## config.mk

```make
export PLATFORM = sky130hd
export DESIGN_NAME = fetch_stage
export DESIGN_NICKNAME = d
export VERILOG_FILES = /design/src/rtl/fetch_stage.sv
export SDC_FILE = /design/constraint.sdc
export NUM_CORES = 1
export LEC_CHECK = 0
export ABC_AREA = 1
export CORE_MARGIN = 2
export CORE_UTILIZATION = 49
export DETAILED_ROUTE_END_ITERATION = 8
export PLACE_DENSITY = 0.87
export RECOVER_POWER = 25
export SLEW_MARGIN = 40
export SYNTH_ARGS = -nofsm -noshare
export SYNTH_HDL_FRONTEND = slang
export SYNTH_SLANG_ARGS = --single-unit
```

## constraint.sdc

```tcl
create_clock -name clk -period 1.9 [get_ports clk]
set_input_delay 0.285 -clock clk [delete_from_list [all_inputs] [get_ports clk]]
set_output_delay 0.285 -clock clk [all_outputs]
set_load 0.005 [all_outputs]
```

## src/rtl/fetch_stage.sv

```systemverilog
// Instruction-fetch stage and IF/ID pipeline register.
// Owns the fetch PC, keeps a single request outstanding to instruction
// memory, absorbs decode stalls and EX redirects.
// Optional build macro FETCH_PERF_CNT_EN adds perf_fetched/perf_discarded.
//
// state | meaning
// ------+-----------------------------------------------------------
// IDLE  | no request outstanding; issue a fetch of pc_f next edge
// WAIT  | request outstanding; response will be used
// HOLD  | response captured in hold_buf while decode is stalled
// DROP  | request outstanding but a redirect happened; discard response
module fetch_stage #(
  parameter logic [31:0] RESET_PC  = 32'h0000_0000,
  parameter logic [31:0] NOP_INSTR = 32'h0000_0013
) (
  input  logic        clk,
  input  logic        rst,
  output logic        imem_req,
  output logic [31:0] imem_addr,
  input  logic        imem_rvalid,
  input  logic [31:0] imem_rdata,
  input  logic        stall_d,
  input  logic        flush_d,
  input  logic        pc_src_e,
  input  logic [31:0] pc_target_e,
  output logic [31:0] instr_d,
  output logic [31:0] pc_d,
  output logic [31:0] pc_plus4_d,
  output logic        valid_d
`ifdef FETCH_PERF_CNT_EN
  ,
  output logic [31:0] perf_fetched,
  output logic [31:0] perf_discarded
`endif
);

  typedef enum logic [1:0] {IDLE, WAIT, HOLD, DROP} state_t;

  state_t      state, state_nxt;
  logic [31:0] pc_f, pc_f_nxt;
  logic [31:0] pc_f_plus4;
  logic [31:0] hold_buf, hold_buf_nxt;
  logic        req_nxt;
  logic [31:0] addr_nxt;
  logic        load;
  logic [31:0] load_instr;
  logic        discard;
  logic [31:0] target;

  // Redirect targets are word aligned; the low two bits are dropped.
  assign target     = pc_target_e & 32'hFFFF_FFFC;
  assign pc_f_plus4 = pc_f + 32'd4;

  // Next-state, request and load/discard decisions.
  always_comb begin
    state_nxt    = state;
    pc_f_nxt     = pc_f;
    hold_buf_nxt = hold_buf;
    req_nxt      = 1'b0;
    addr_nxt     = imem_addr;
    load         = 1'b0;
    load_instr   = hold_buf;
    discard      = 1'b0;
    case (state)
      IDLE: begin
        if (pc_src_e) begin
          pc_f_nxt = target;
        end else begin
          req_nxt   = 1'b1;
          addr_nxt  = pc_f;
          state_nxt = WAIT;
        end
      end
      WAIT: begin
        if (imem_rvalid) begin
          if (pc_src_e) begin
            discard   = 1'b1;
            pc_f_nxt  = target;
            state_nxt = IDLE;
          end else if (!stall_d) begin
            load       = 1'b1;
            load_instr = imem_rdata;
            state_nxt  = IDLE;
          end else begin
            hold_buf_nxt = imem_rdata;
            state_nxt    = HOLD;
          end
        end else if (pc_src_e) begin
          pc_f_nxt  = target;
          state_nxt = DROP;
        end
      end
      HOLD: begin
        if (pc_src_e) begin
          discard   = 1'b1;
          pc_f_nxt  = target;
          state_nxt = IDLE;
        end else if (!stall_d) begin
          load      = 1'b1;
          state_nxt = IDLE;
        end
      end
      DROP: begin
        if (pc_src_e) begin
          pc_f_nxt = target;
        end
        if (imem_rvalid) begin
          discard   = 1'b1;
          state_nxt = IDLE;
        end
      end
      default: state_nxt = IDLE;
    endcase
    // A delivered instruction always advances the fetch PC, even if a
    // flush wipes it out of IF/ID in the same cycle.
    if (load) begin
      pc_f_nxt = pc_f_plus4;
    end
  end

  // FSM, fetch PC, hold buffer and memory request registers.
  always_ff @(posedge clk) begin
    if (rst) begin
      state     <= IDLE;
      pc_f      <= RESET_PC;
      hold_buf  <= 32'd0;
      imem_req  <= 1'b0;
      imem_addr <= RESET_PC;
    end else begin
      state     <= state_nxt;
      pc_f      <= pc_f_nxt;
      hold_buf  <= hold_buf_nxt;
      imem_req  <= req_nxt;
      imem_addr <= addr_nxt;
    end
  end

  // IF/ID register: flush beats stall beats load; otherwise a bubble.
  // pc_d/pc_plus4_d only change on a real load.
  always_ff @(posedge clk) begin
    if (rst) begin
      instr_d    <= NOP_INSTR;
      pc_d       <= 32'd0;
      pc_plus4_d <= 32'd0;
      valid_d    <= 1'b0;
    end else if (flush_d) begin
      instr_d <= NOP_INSTR;
      valid_d <= 1'b0;
    end else if (stall_d) begin
      instr_d <= instr_d;
      valid_d <= valid_d;
    end else if (load) begin
      instr_d    <= load_instr;
      pc_d       <= pc_f;
      pc_plus4_d <= pc_f_plus4;
      valid_d    <= 1'b1;
    end else begin
      instr_d <= NOP_INSTR;
      valid_d <= 1'b0;
    end
  end

`ifdef FETCH_PERF_CNT_EN
  // Event counters; a load overridden by flush is not counted as fetched.
  always_ff @(posedge clk) begin
    if (rst) begin
      perf_fetched   <= 32'd0;
      perf_discarded <= 32'd0;
    end else begin
      if (load && !flush_d) begin
        perf_fetched <= perf_fetched + 32'd1;
      end
      if (discard) begin
        perf_discarded <= perf_discarded + 32'd1;
      end
    end
  end
`endif

endmodule

```

==> summary.md <==
| Metric | Value |
|---|---|
| Status | finished clean |
| Hold WS | 0.269 ns |
| Fin crit share | ~97% |
| Area of the multi-input gates | approximately 3700 um^2 |
| Max Slew Vio Count | 0 |
| GRT Total Usage | 26.7% |
| Share of layout cells above drive strength 1 | under 10% |
| Synth cell count leaders | dfxtp_1, nand2_1, nor2_1 |
| DRC | 0 |
| Number of synthesized flops with an enable pin | 0 |
| Final Worst Setup Slack | between 0.06 and 0.07 ns |
| Total grt overflow | 0 |
| Clk Latency, worst-skew pair | about 0.44 ns |
| Worst-path clk slew | approximately 0.06 ns |
| Clock power frac | 35.8% |
| Min Tclk post-route | 1.84 ns |
| Post-synthesis register bit count | 188 |
| Number of global-route vias before repair | 7,379 |
| Core ar. | 15,900 um^2 |
| Slew @ Worst Pin | 0.523 ns |
| Htree depth | 4 |
| Worst-path fanout max | 6 |
| First-pass iteration count of the detailed router | 5 |
| Seq pwr share | 44.5% |
| Clock Skew | approximately 0.0077 ns |
| Final setup viols | 0 |
| Die width | 132 um |
| Num CTS Buffers | 17 |
| Final core occ | between 60% and 70% |
| Switch Pwr | 2.83 mW |
| # diodes | 0 |
| Yosys warning total | 0 |
| Most common cell in the synthesized netlist | dfxtp_1 |
| Clock root buffer | clkbuf_16 |
| Initial antenna violation count | 0 |
| Nets | 1,341 |
| CTS Buffer Depth | 2 |
| Via count | 8,058 |
| WP data arrival | approximately 2.2 ns |
| Via density | 5.39 |
| Met1 Wirelength | approximately 10 mm |
| Per-cell routed wire length | 16.3 um |
| DR iter-0 viols | 876 |
| Io pins | 200 |
| CP Data Required Time | 2.29 ns |
| CP endpoint kind | register |
| WS Path Type | reg2reg |
| Net switching fraction of the power | 27.9% |
| Max-capacitance violation count | 0 |
| Internal | roughly 7.3 mW |
| CTS tree | yes |
| Gate Count Post-Synth | between 1,000 and 1,500 |
| Die Ht | between 100 and 150 um |
| Post-synth top area share | 47.0% |
| DP Area | 10,200 um^2 |
| Fillers | 1,289 |
| Initial Util | 50.3% |
| Met3 WL | 1.65 mm |
| Fin area | roughly 11,000 um^2 |
| DP Worst Slack | -0.0637 ns |
| Type of the most critical hold path | in2reg |
| Rows | 46 |
| Routed Antenna Nets | 0 |
| Max layer used | met4 |
| Post-synth top area cell | dfxtp_1 |
| Avg Inst Size Synth | 7.45 um^2 |
| Relative slew margins | 65.1% |
| Area Overhead vs Synth | 36.9% |
| Pleak | 4.48 nW |
| I/O Buffers | approximately 190 |
| Die area | 17,400 um^2 |
| First-pass GRT wire length | around 38 mm |
| Async SR Flop Fraction | 0% |
| PD cells | 927 nW/um^2 |
| Synth unique cells | 40 |
| Max Clock Freq | ~540 MHz |
| Detailed placer's ending HPWL | 16.0 mm |
| GPL Wtd Cong | 0.909 |
| Max IR drop VDD | just under 0.0007 V |
| Met2 routed WL | 11.4 mm |
| CTS Sinks | ~190 |
| Largest net degree at the start of global routing | around 110 |
| Final hold vios | 0 |
| Ys flop type | dfxtp_1 |
| Sequential Area | 3770 um^2 |
| Comb power frac | 19.7% |
| Power, Total | between 10 and 15 mW |
| Worst setup SP type | register |
| Wirelength, routed | 24.3 mm |
| Synth area leaders | dfxtp_1, o21ai_0, nand2_1 |
| Post-synthesis sequential area ratio | 47.0% |
| Post-Syn Area | roughly 8000 um^2 |
cells in the final DEF, fill, tap and decap left out, types with 17 or more instances in the layout:
master / n
nand3_1: 21
clkbuf_16: 19
nor2_1: 158
a21oi_1: 124
o21ai_0: 154
nand2_1: 170
dfxtp_1: 186
o21a_1: 17
clkdlybuf4s50_1: 148
o21ai_1: 44
dlygate4sd3_1: 42
buf_4: 28
inv_1: 59
logic make-up (layout without fill, tap and decap cells):
logic type / count (synthesis) / after routing / share of synthesized area (%)
AND/OR/NAND/NOR: 376 / 376 / 19.7
other: 1 / 6 / 0.0468
XOR/XNOR: 14 / 14 / 1.53
buffers and inverters: 138 / 335 / 7.73
adder cells (fa/ha/maj): 6 / 6 / 0.937
AO/OA/AOI/OAI: 353 / 353 / 23.1
flip-flops: 188 / 188 / 47.0
state kept, by name, indices dropped and copies added, names as in the netlist:
signal	flops
instr_d	32
valid_d	1
imem_addr	30
imem_req	1
hold_buf	32
pc_f	30
pc_d	30
state	2
pc_plus4_d	30
final timing paths:
path                     from              to  slack [ns]  depth (start not counted)
setup / recovery     state[0]  pc_plus4_d[25]        0.06                         11
hold / removal        stall_d      instr_d[0]        0.27                          4
setup reg to reg     state[0]  pc_plus4_d[25]        0.06                         11
hold reg to reg   hold_buf[6]     hold_buf[6]        0.45                          2
timing repair:
action,in CTS,in global routing
gates resized for setup,2,17
pin swaps,0,2
cloned,0,2
buffers inserted,0,10
endpoints found under the setup margin,3,58
hold buffers,0,0
cell type report:
| class | count | area share (%) |
|---|---|---|
| clock buffer | 22 | 4.14 |
| clock inverter | 10 | 1.28 |
| inverter | 67 | 2.40 |
| multi-input combinational | 755 | 33.4 |
| sequential | 188 | 34.4 |
| tap | 216 | 2.46 |
| timing repair buffer | 236 | 21.9 |
metal layers:
| metal | up-vias | global-route usage [%] |
|---|---|---|
| met5 | - | 0 |
| met4 | 0 | 10.7 |
| met3 | 58 | 6.15 |
| met2 | 347 | 42.9 |
| met1 | 3762 | 34.7 |
| li1 | 3891 | - |
per-stage QoR:
stage | setup TNS [ns] | instances
floorplan | 0 | 1081
global placement | 0 | 1450
detailed placement | -0.757 | 1450
CTS | 0 | 1482
global route | -0.0352 | 1494
finish | 0 | 1494
critical path: stages (launching register included):
cell and delay, ns:
dfxtp_4 0.37, inv_4 0.05, ha_4 0.25, nor3b_4 0.21, nand2_4 0.12, nor2_8 0.22
buf_12 0.15, buf_4 0.10, buf_4 0.09, o21a_1 0.10, o21ai_1 0.06, inv_1 0.05
power groups by stage:
| stage | sequential [mW] | clock, mW | combinational (mW) |
|---|---|---|---|
| 2_1_floorplan | 4.56 | 0 | 0.948 |
| 3_3_place_gp | 4.58 | 0 | 1.83 |
| 3_5_place_dp | 4.59 | 0 | 1.88 |
| 4_1_cts | 4.51 | 3.68 | 1.91 |
| 5_1_grt | 4.56 | 3.84 | 2.19 |
| 6_report | 4.53 | 3.64 | 2.00 |
Note: power is estimated with default switching activity, not from simulation.
